===== config.mk =====
export PLATFORM = sky130hd
export DESIGN_NAME = rx_word_assembler_flat
export DESIGN_NICKNAME = d
export VERILOG_FILES = /design/src/rtl/rx_pkg.sv /design/src/rtl/rx_word_assembler_if.sv /design/src/rtl/rx_word_assembler_byte_packer.sv /design/src/rtl/rx_word_assembler.sv /design/src/flat_wrapper.sv
export SDC_FILE = /design/constraint.sdc
export NUM_CORES = 1
export LEC_CHECK = 0
export CORE_MARGIN = 4
export CORE_UTILIZATION = 55
export CTS_BUF_LIST = sky130_fd_sc_hd__clkbuf_16
export CTS_CLUSTER_DIAMETER = 30
export DETAILED_ROUTE_END_ITERATION = 12
export GPL_ROUTABILITY_DRIVEN = 0
export PLACE_DENSITY_LB_ADDON = 0.2
export SKIP_LAST_GASP = 1
export SYNTH_ARGS = -nofsm -noshare
export SYNTH_HDL_FRONTEND = slang
export SYNTH_HIERARCHICAL = 1
export SYNTH_SLANG_ARGS = --single-unit

===== constraint.sdc =====
create_clock -name i_clk -period 4.9 [get_ports i_clk]
set_input_delay 0.735 -clock i_clk [delete_from_list [all_inputs] [get_ports i_clk]]
set_output_delay 0.735 -clock i_clk [all_outputs]
set_load 0.01 [all_outputs]

===== src/rtl/rx_pkg.sv =====
// Shared definitions for the UART-to-SHA-256 word assembler.
// Holds the frame FSM state encoding, word/byte geometry, parameter defaults
// and a width helper used by the assembler and its byte packer.
package rx_pkg;

  localparam int unsigned BYTE_W                  = 8;
  localparam int unsigned BYTES_PER_WORD          = 4;
  localparam int unsigned WORD_W                  = 32;
  localparam int unsigned SHADOW_W                = WORD_W - BYTE_W;
  localparam int unsigned DEFAULT_TIMEOUT         = 12;
  localparam int unsigned DEFAULT_WORDS_PER_BLOCK = 16;

  // One-hot frame FSM states.
  typedef enum logic [1:0] {
    StIdle  = 2'b01,
    StArmed = 2'b10
  } rx_state_e;

  // Index width for a counter over n values; never narrower than one bit.
  function automatic int unsigned idx_width(input int unsigned n);
    return (n > 1) ? $clog2(n) : 1;
  endfunction

endpackage


===== src/rtl/rx_word_assembler_if.sv =====
// Message-word handshake bus between the word assembler and the SHA-256
// message scheduler.
//   word        packed word, first received byte in [31:24]
//   word_valid  word holds an unconsumed word
//   word_ready  consumer accepts word
//   word_last   word is the final word of its 512-bit block
interface rx_word_assembler_if
  import rx_pkg::*;
();

  logic [WORD_W-1:0] word;
  logic              word_valid;
  logic              word_ready;
  logic              word_last;

  modport master (
    output word,
    output word_valid,
    output word_last,
    input  word_ready
  );

  modport slave (
    input  word,
    input  word_valid,
    input  word_last,
    output word_ready
  );

endinterface


===== src/rtl/rx_word_assembler_byte_packer.sv =====
// byte_packer: packs good bytes big-endian into 32-bit words and presents them
// on a valid/ready output register; flags the last word of each block and
// records dropped words in a sticky overrun flag.
//   i_clk, i_reset  clock, synchronous active-high reset
//   i_byte_good     i_byte is a good received byte (one-cycle pulse)
//   i_frame_fail    current frame failed; partial word is discarded
//   i_byte          received byte
//   word_if         word handshake bus (master side)
//   o_overrun       sticky: a completed word was dropped
module byte_packer
  import rx_pkg::*;
#(
  parameter int unsigned WORDS_PER_BLOCK = DEFAULT_WORDS_PER_BLOCK
) (
  input  logic              i_clk,
  input  logic              i_reset,
  input  logic              i_byte_good,
  input  logic              i_frame_fail,
  input  logic [BYTE_W-1:0] i_byte,
  rx_word_assembler_if.master word_if,
  output logic              o_overrun
);

  localparam int unsigned ByteIdxW = idx_width(BYTES_PER_WORD);
  localparam int unsigned WordIdxW = idx_width(WORDS_PER_BLOCK);
  localparam logic [ByteIdxW-1:0] LastByte = ByteIdxW'(BYTES_PER_WORD - 1);
  localparam logic [WordIdxW-1:0] LastWord = WordIdxW'(WORDS_PER_BLOCK - 1);

  logic [ByteIdxW-1:0] r_byte_idx;
  logic [WordIdxW-1:0] r_word_idx;
  logic [SHADOW_W-1:0] r_shadow;
  logic [WORD_W-1:0]   r_word;
  logic                r_word_valid;
  logic                r_word_last;
  logic                r_overrun;

  logic w_xfer;
  logic w_word_done;
  logic w_drop;

  assign w_xfer      = r_word_valid & word_if.word_ready;
  assign w_word_done = i_byte_good & (r_byte_idx == LastByte);
  // A word finishing while the held one cannot leave this cycle is lost.
  assign w_drop      = w_word_done & r_word_valid & ~word_if.word_ready;

  // Byte index and shadow of the first three bytes.
  always_ff @(posedge i_clk) begin
    if (i_reset) begin
      r_byte_idx <= '0;
      r_shadow   <= '0;
    end else if (i_frame_fail || w_word_done) begin
      r_byte_idx <= '0;
    end else if (i_byte_good) begin
      r_byte_idx <= r_byte_idx + ByteIdxW'(1);
      r_shadow   <= {r_shadow[SHADOW_W-BYTE_W-1:0], i_byte};
    end
  end

  // Output word register, word index and overrun.
  always_ff @(posedge i_clk) begin
    if (i_reset) begin
      r_word       <= '0;
      r_word_valid <= 1'b0;
      r_word_last  <= 1'b0;
      r_word_idx   <= '0;
      r_overrun    <= 1'b0;
    end else begin
      if (w_word_done && !w_drop) begin
        r_word       <= {r_shadow, i_byte};
        r_word_valid <= 1'b1;
        r_word_last  <= (r_word_idx == LastWord);
        r_word_idx   <= (r_word_idx == LastWord) ? '0 : r_word_idx + WordIdxW'(1);
      end else if (w_xfer) begin
        r_word_valid <= 1'b0;
      end
      if (w_drop) begin
        r_overrun <= 1'b1;
      end
    end
  end

  assign word_if.word       = r_word;
  assign word_if.word_valid = r_word_valid;
  assign word_if.word_last  = r_word_last;
  assign o_overrun          = r_overrun;

endmodule


===== src/rtl/rx_word_assembler.sv =====
// rx_word_assembler: detects UART start bits, releases the external byte
// receiver for exactly one frame, collects its result and packs good bytes
// into SHA-256 message words.
//   i_clk, i_reset   bit-rate clock, synchronous active-high reset
//   i_rx             raw serial line (idle high)
//   o_rx_line        i_rx delayed one cycle, to the byte receiver
//   o_rx_rst_n       active-low reset to the byte receiver
//   i_rx_byte        received byte
//   i_rx_ok          byte receiver: good stop bit
//   i_rx_error       byte receiver: framing error
//   word_if          word handshake bus (master side)
//   o_overrun        sticky: a completed word was dropped
//   o_err_cnt        saturating count of failed frames
module rx_word_assembler
  import rx_pkg::*;
#(
  parameter int unsigned TIMEOUT         = DEFAULT_TIMEOUT,
  parameter int unsigned WORDS_PER_BLOCK = DEFAULT_WORDS_PER_BLOCK
) (
  input  logic              i_clk,
  input  logic              i_reset,
  input  logic              i_rx,
  output logic              o_rx_line,
  output logic              o_rx_rst_n,
  input  logic [BYTE_W-1:0] i_rx_byte,
  input  logic              i_rx_ok,
  input  logic              i_rx_error,
  rx_word_assembler_if.master word_if,
  output logic              o_overrun,
  output logic [7:0]        o_err_cnt
);

  localparam int unsigned TimerW = idx_width(TIMEOUT);
  localparam logic [TimerW-1:0] TimerLast = TimerW'(TIMEOUT - 1);

  rx_state_e         r_state;
  rx_state_e         w_state_next;
  logic [TimerW-1:0] r_timer;
  logic              r_rx_line;
  logic [7:0]        r_err_cnt;

  logic w_timeout;
  logic w_frame_fail;
  logic w_byte_good;

  // Line delay: the receiver sees the start bit one cycle after we detect it.
  always_ff @(posedge i_clk) begin
    if (i_reset) begin
      r_rx_line <= 1'b1;
    end else begin
      r_rx_line <= i_rx;
    end
  end

  // FSM state register.
  always_ff @(posedge i_clk) begin
    if (i_reset) begin
      r_state <= StIdle;
    end else begin
      r_state <= w_state_next;
    end
  end

  // FSM next state.
  always_comb begin
    w_state_next = r_state;
    unique case (r_state)
      StIdle: begin
        if (!i_rx) begin
          w_state_next = StArmed;
        end
      end
      StArmed: begin
        if (w_frame_fail || w_byte_good) begin
          w_state_next = StIdle;
        end
      end
      default: w_state_next = StIdle;
    endcase
  end

  // FSM outputs. Receiver runs only while armed, so it is held in reset
  // for at least the one IDLE cycle between frames.
  always_comb begin
    o_rx_rst_n   = 1'b0;
    w_timeout    = 1'b0;
    w_frame_fail = 1'b0;
    w_byte_good  = 1'b0;
    unique case (r_state)
      StIdle: begin
        o_rx_rst_n = 1'b0;
      end
      StArmed: begin
        o_rx_rst_n   = 1'b1;
        w_timeout    = (r_timer == TimerLast);
        // Framing error beats a simultaneous good flag.
        w_frame_fail = i_rx_error | w_timeout;
        w_byte_good  = i_rx_ok & ~w_frame_fail;
      end
      default: begin
        o_rx_rst_n = 1'b0;
      end
    endcase
  end

  // Frame timer: cleared while idle, counts cycles spent armed.
  always_ff @(posedge i_clk) begin
    if (i_reset) begin
      r_timer <= '0;
    end else if (r_state == StArmed) begin
      r_timer <= r_timer + TimerW'(1);
    end else begin
      r_timer <= '0;
    end
  end

  always_ff @(posedge i_clk) begin
    if (i_reset) begin
      r_err_cnt <= '0;
    end else if (w_frame_fail && (r_err_cnt != 8'hFF)) begin
      r_err_cnt <= r_err_cnt + 8'd1;
    end
  end

  byte_packer #(
    .WORDS_PER_BLOCK(WORDS_PER_BLOCK)
  ) u_byte_packer (
    .i_clk       (i_clk),
    .i_reset     (i_reset),
    .i_byte_good (w_byte_good),
    .i_frame_fail(w_frame_fail),
    .i_byte      (i_rx_byte),
    .word_if     (word_if),
    .o_overrun   (o_overrun)
  );

  assign o_rx_line = r_rx_line;
  assign o_err_cnt = r_err_cnt;

endmodule


===== src/flat_wrapper.sv =====
// flat-port wrapper written by rule: the top's interface ports become plain ports
module rx_word_assembler_flat import rx_pkg::*;
#(
  parameter int unsigned TIMEOUT         = DEFAULT_TIMEOUT,
  parameter int unsigned WORDS_PER_BLOCK = DEFAULT_WORDS_PER_BLOCK
)
  (i_clk, i_reset, i_rx, o_rx_line, o_rx_rst_n, i_rx_byte, i_rx_ok, i_rx_error, o_overrun, o_err_cnt, word_if_word, word_if_word_valid, word_if_word_last, word_if_word_ready);
  rx_word_assembler_if word_if_i ();
  input  logic i_clk;
  input  logic i_reset;
  input  logic i_rx;
  output logic o_rx_line;
  output logic o_rx_rst_n;
  input  logic [BYTE_W-1:0] i_rx_byte;
  input  logic i_rx_ok;
  input  logic i_rx_error;
  output logic o_overrun;
  output logic [7:0] o_err_cnt;
  output wire logic [$bits(word_if_i.word)-1:0] word_if_word;
  output wire logic [$bits(word_if_i.word_valid)-1:0] word_if_word_valid;
  output wire logic [$bits(word_if_i.word_last)-1:0] word_if_word_last;
  input wire logic [$bits(word_if_i.word_ready)-1:0] word_if_word_ready;
  assign word_if_word = word_if_i.word;
  assign word_if_word_valid = word_if_i.word_valid;
  assign word_if_word_last = word_if_i.word_last;
  assign word_if_i.word_ready = word_if_word_ready;
  rx_word_assembler #(.TIMEOUT(TIMEOUT), .WORDS_PER_BLOCK(WORDS_PER_BLOCK)) u_core (.i_clk(i_clk), .i_reset(i_reset), .i_rx(i_rx), .o_rx_line(o_rx_line), .o_rx_rst_n(o_rx_rst_n), .i_rx_byte(i_rx_byte), .i_rx_ok(i_rx_ok), .i_rx_error(i_rx_error), .word_if(word_if_i), .o_overrun(o_overrun), .o_err_cnt(o_err_cnt));
endmodule

==> results.py <==
metrics = {
    "cts": {
        "post_cts_resize_count": 0,
        "postCtsSetupBuffers": 0,
        "clock_latency_ps": 330,
        "htreeDepth": 3,
        "cts_buffers": 9,
        "cts.clk_slew.worst_paths_ps": 60,
        "cts_tree": "built",
        "clockBufferDepth": 2,
        "cts.sinks": 80,
        "postCtsHoldBufs": 0,
        "root_buffer": "clkbuf_16",
    },
    "timing": {
        "setup_viol": 0,
        "fmax_mhz": 348.5,
        "timing.hold.ws_ps": 461.4,
        "setup_tns_ps": 0,
        "drv_slew": 0,
        "fin_crit_ps": 2869,
        "hold_viol_final": 0,
        "rsz0062_at_grt": "no",
        "max_slew_margin_pct": 15.03,
        "tightest_slew_ps": 1269,
        "skew_ps": 4.094,
        "finalCritPeriodShare_pct": 58.55,
    },
    "grt": {
        "overflow": 0,
        "first_global_vias": 2669,
        "antenna_found_initial": 0,
        "grt_util_all_layers_pct": 20.23,
        "grt_pass1_wl_um": 11870,
        "grt_max_degree": 69,
    },
    "layout": {
        "fillers": 460,
        "utilization_pct": 71.43,
        "drive_gt1_share_pct": 6.635,
        "fin_nets": 435,
        "antenna_cells": 0,
        "area_growth_pct": 25.92,
    },
    "synthesis": {
        "ys_types": 39,
        "async_flop_share_pct": 0,
        "synth_cells": 376,
        "ys.flop_type": "dfxtp_1",
        "synth_enable_flop_cells": 0,
        "synth_fp_nets": 394,
        "synth.avg_cell_area_um2": 8.359,
        "synth_area_um2": 3143,
        "yosysWarnings": 6,
        "synth-seq-cells": 80,
        "ys_seq_area_share_pct": 50.96,
    },
    "run_status": {
        "status": "finished, final reports clean",
    },
    "floorplanning": {
        "fp.dieArea_um2": 6988,
        "num_io_pins": 59,
        "num_rows": 27,
        "start_util_pct": 56.73,
        "core_area_um2": 5540,
        "die_x_um": 83.60,
        "die_y_um": 83.60,
    },
    "power_and_ir_drop": {
        "powerDensity_nw_per_um2": 322.3,
        "leakage_nw": 1.329,
        "vdd_drop_max_v": 0.0002205,
        "total_power_mw": 1.276,
    },
    "worst_setup_path": {
        "start_kind": "input port",
        "crit_arrival_ps": 3110,
        "path_class": "in -> reg",
        "setup.worst_path.end_class": "flop",
        "required_ps": 5140,
        "critPathMaxFanout": 39,
    },
    "drt": {
        "viasPerCell": 5.680,
        "ant_nets": 0,
        "drt_iter0_drc": 231,
        "wirelength_um": 6958,
        "vias": 2806,
        "drt-wirelength-per-cell_um": 14.09,
        "dr.pass1.iters": 4,
        "drc_errors": 0,
    },
    "placed_design": {
        "io_buffers": 58,
        "dp_hpwl_um": 4413,
    },
    "min_path": {
        "holdCritPathClass": "reg -> reg",
    },
    "job": {
        "drv_cap": 0,
    },
}
worst max-delay path, stage by stage:
cell,delay (ps)
clkdlybuf4s50_1,430
nor2_1,140
and3_1,260
nand2_1,620
or4_1,710
a31oi_1,200
through the flow:
step / setup WS, ps / instance area (um2) / std cells
after global routing: 1872 / 3958 / 494
after CTS: 2057 / 3958 / 494
after floorplan: 2931 / 3143 / 376
final: 2031 / 3958 / 494
after detailed placement: 1695 / 3694 / 478
after global placement: 1818 / 3694 / 478
cell usage in the layout, fill, tap and decap left out, types with 2 or more instances in the layout:
cell type,n
a21oi_1,69
and3_1,5
and3_4,2
buf_4,4
clkbuf_16,9
clkdlybuf4s50_1,57
clkinv_1,3
clkinv_2,3
dfxtp_1,80
ha_1,4
inv_1,4
mux2_1,2
nand2_1,51
nand3_1,42
nor2_1,8
nor2b_1,2
nor3_1,6
nor3b_1,3
o21ai_0,38
o31ai_1,2
or2_2,2
or3_1,2
or4_1,4
logic make-up after synthesis:
family                   synth area share, %
AND/OR/NAND/NOR                        21.97
AO/OA/AOI/OAI                          18.55
flip-flops                             50.96
buffers and inverters                  5.294
adder cells (fa/ha/maj)                1.592
multiplexers                           1.075
XOR/XNOR                              0.5574
path summary, 6_finish.rpt:
kind	startpoint	to	slack, ps	cells past startpoint
max	i_rx_error	u_core/u_byte_packer/r_word_idx[3]	2030	6
min	u_core/u_byte_packer/r_shadow[23]	u_core/u_byte_packer/r_shadow[23]	460	2
max reg2reg	u_core/r_timer[0]	u_core/u_byte_packer/r_word_idx[3]	2140	7
min reg2reg	u_core/u_byte_packer/r_shadow[23]	u_core/u_byte_packer/r_shadow[23]	460	2
sequential cells by signal, summed over array words and instances (netlist names), 2 cells and up:
signal	cells
u_core/u_byte_packer/r_word_idx	4
u_core/u_byte_packer/r_shadow	24
u_core/u_byte_packer/r_byte_idx	2
u_core/u_byte_packer/word_if.word	32
u_core/r_state	2
u_core/o_err_cnt	8
u_core/r_timer	4
final cells by class:
| cell class | count | area (um2) | share of cell area [%] |
|---|---|---|---|
| Sequential cell | 80 | 1602 | 40.47 |
| Clock buffer | 9 | 225.2 | 5.691 |
| Inverter | 5 | 18.77 | 0.4742 |
| Clock inverter | 7 | 38.79 | 0.9801 |
| Timing Repair Buffer | 62 | 605.6 | 15.30 |
| Tap cell | 72 | 90.09 | 2.276 |
| Multi-Input combinational cell | 259 | 1378 | 34.81 |
metal layers:
layer / track usage (%) / wire (um) / share of wire [%]
met5: 0 / 0 / 0
met4: 9.503 / 149 / 2.1
met3: 3.554 / 370 / 5.3
met1: 24.66 / 3037 / 44
met2: 34.49 / 3400 / 49
cells in the mapped netlist, types with 3 or more instances:
library cell  count  area, um2
or4_1             4      30.03
dfxtp_1          80       1602
nor3b_1           3      22.52
nor2_1            8      30.03
o21ai_0          38      190.2
nand2_1          51      191.4
nor2b_1           3      18.77
clkbuf_1         20      75.07
ha_1              4      50.05
nor3_1            6      30.03
buf_2             9      45.04
a21oi_1          69      345.3
nand3_1          42      210.2
and3_1            5      31.28
inv_1             4      15.01
power by group:
part,internal [mW],switching (mW)
sequential,0.653,0.00237
clock,0.337,0.251
combinational,0.0145,0.0179
total,1.00,0.271
(Power assumes the default switching activity.)
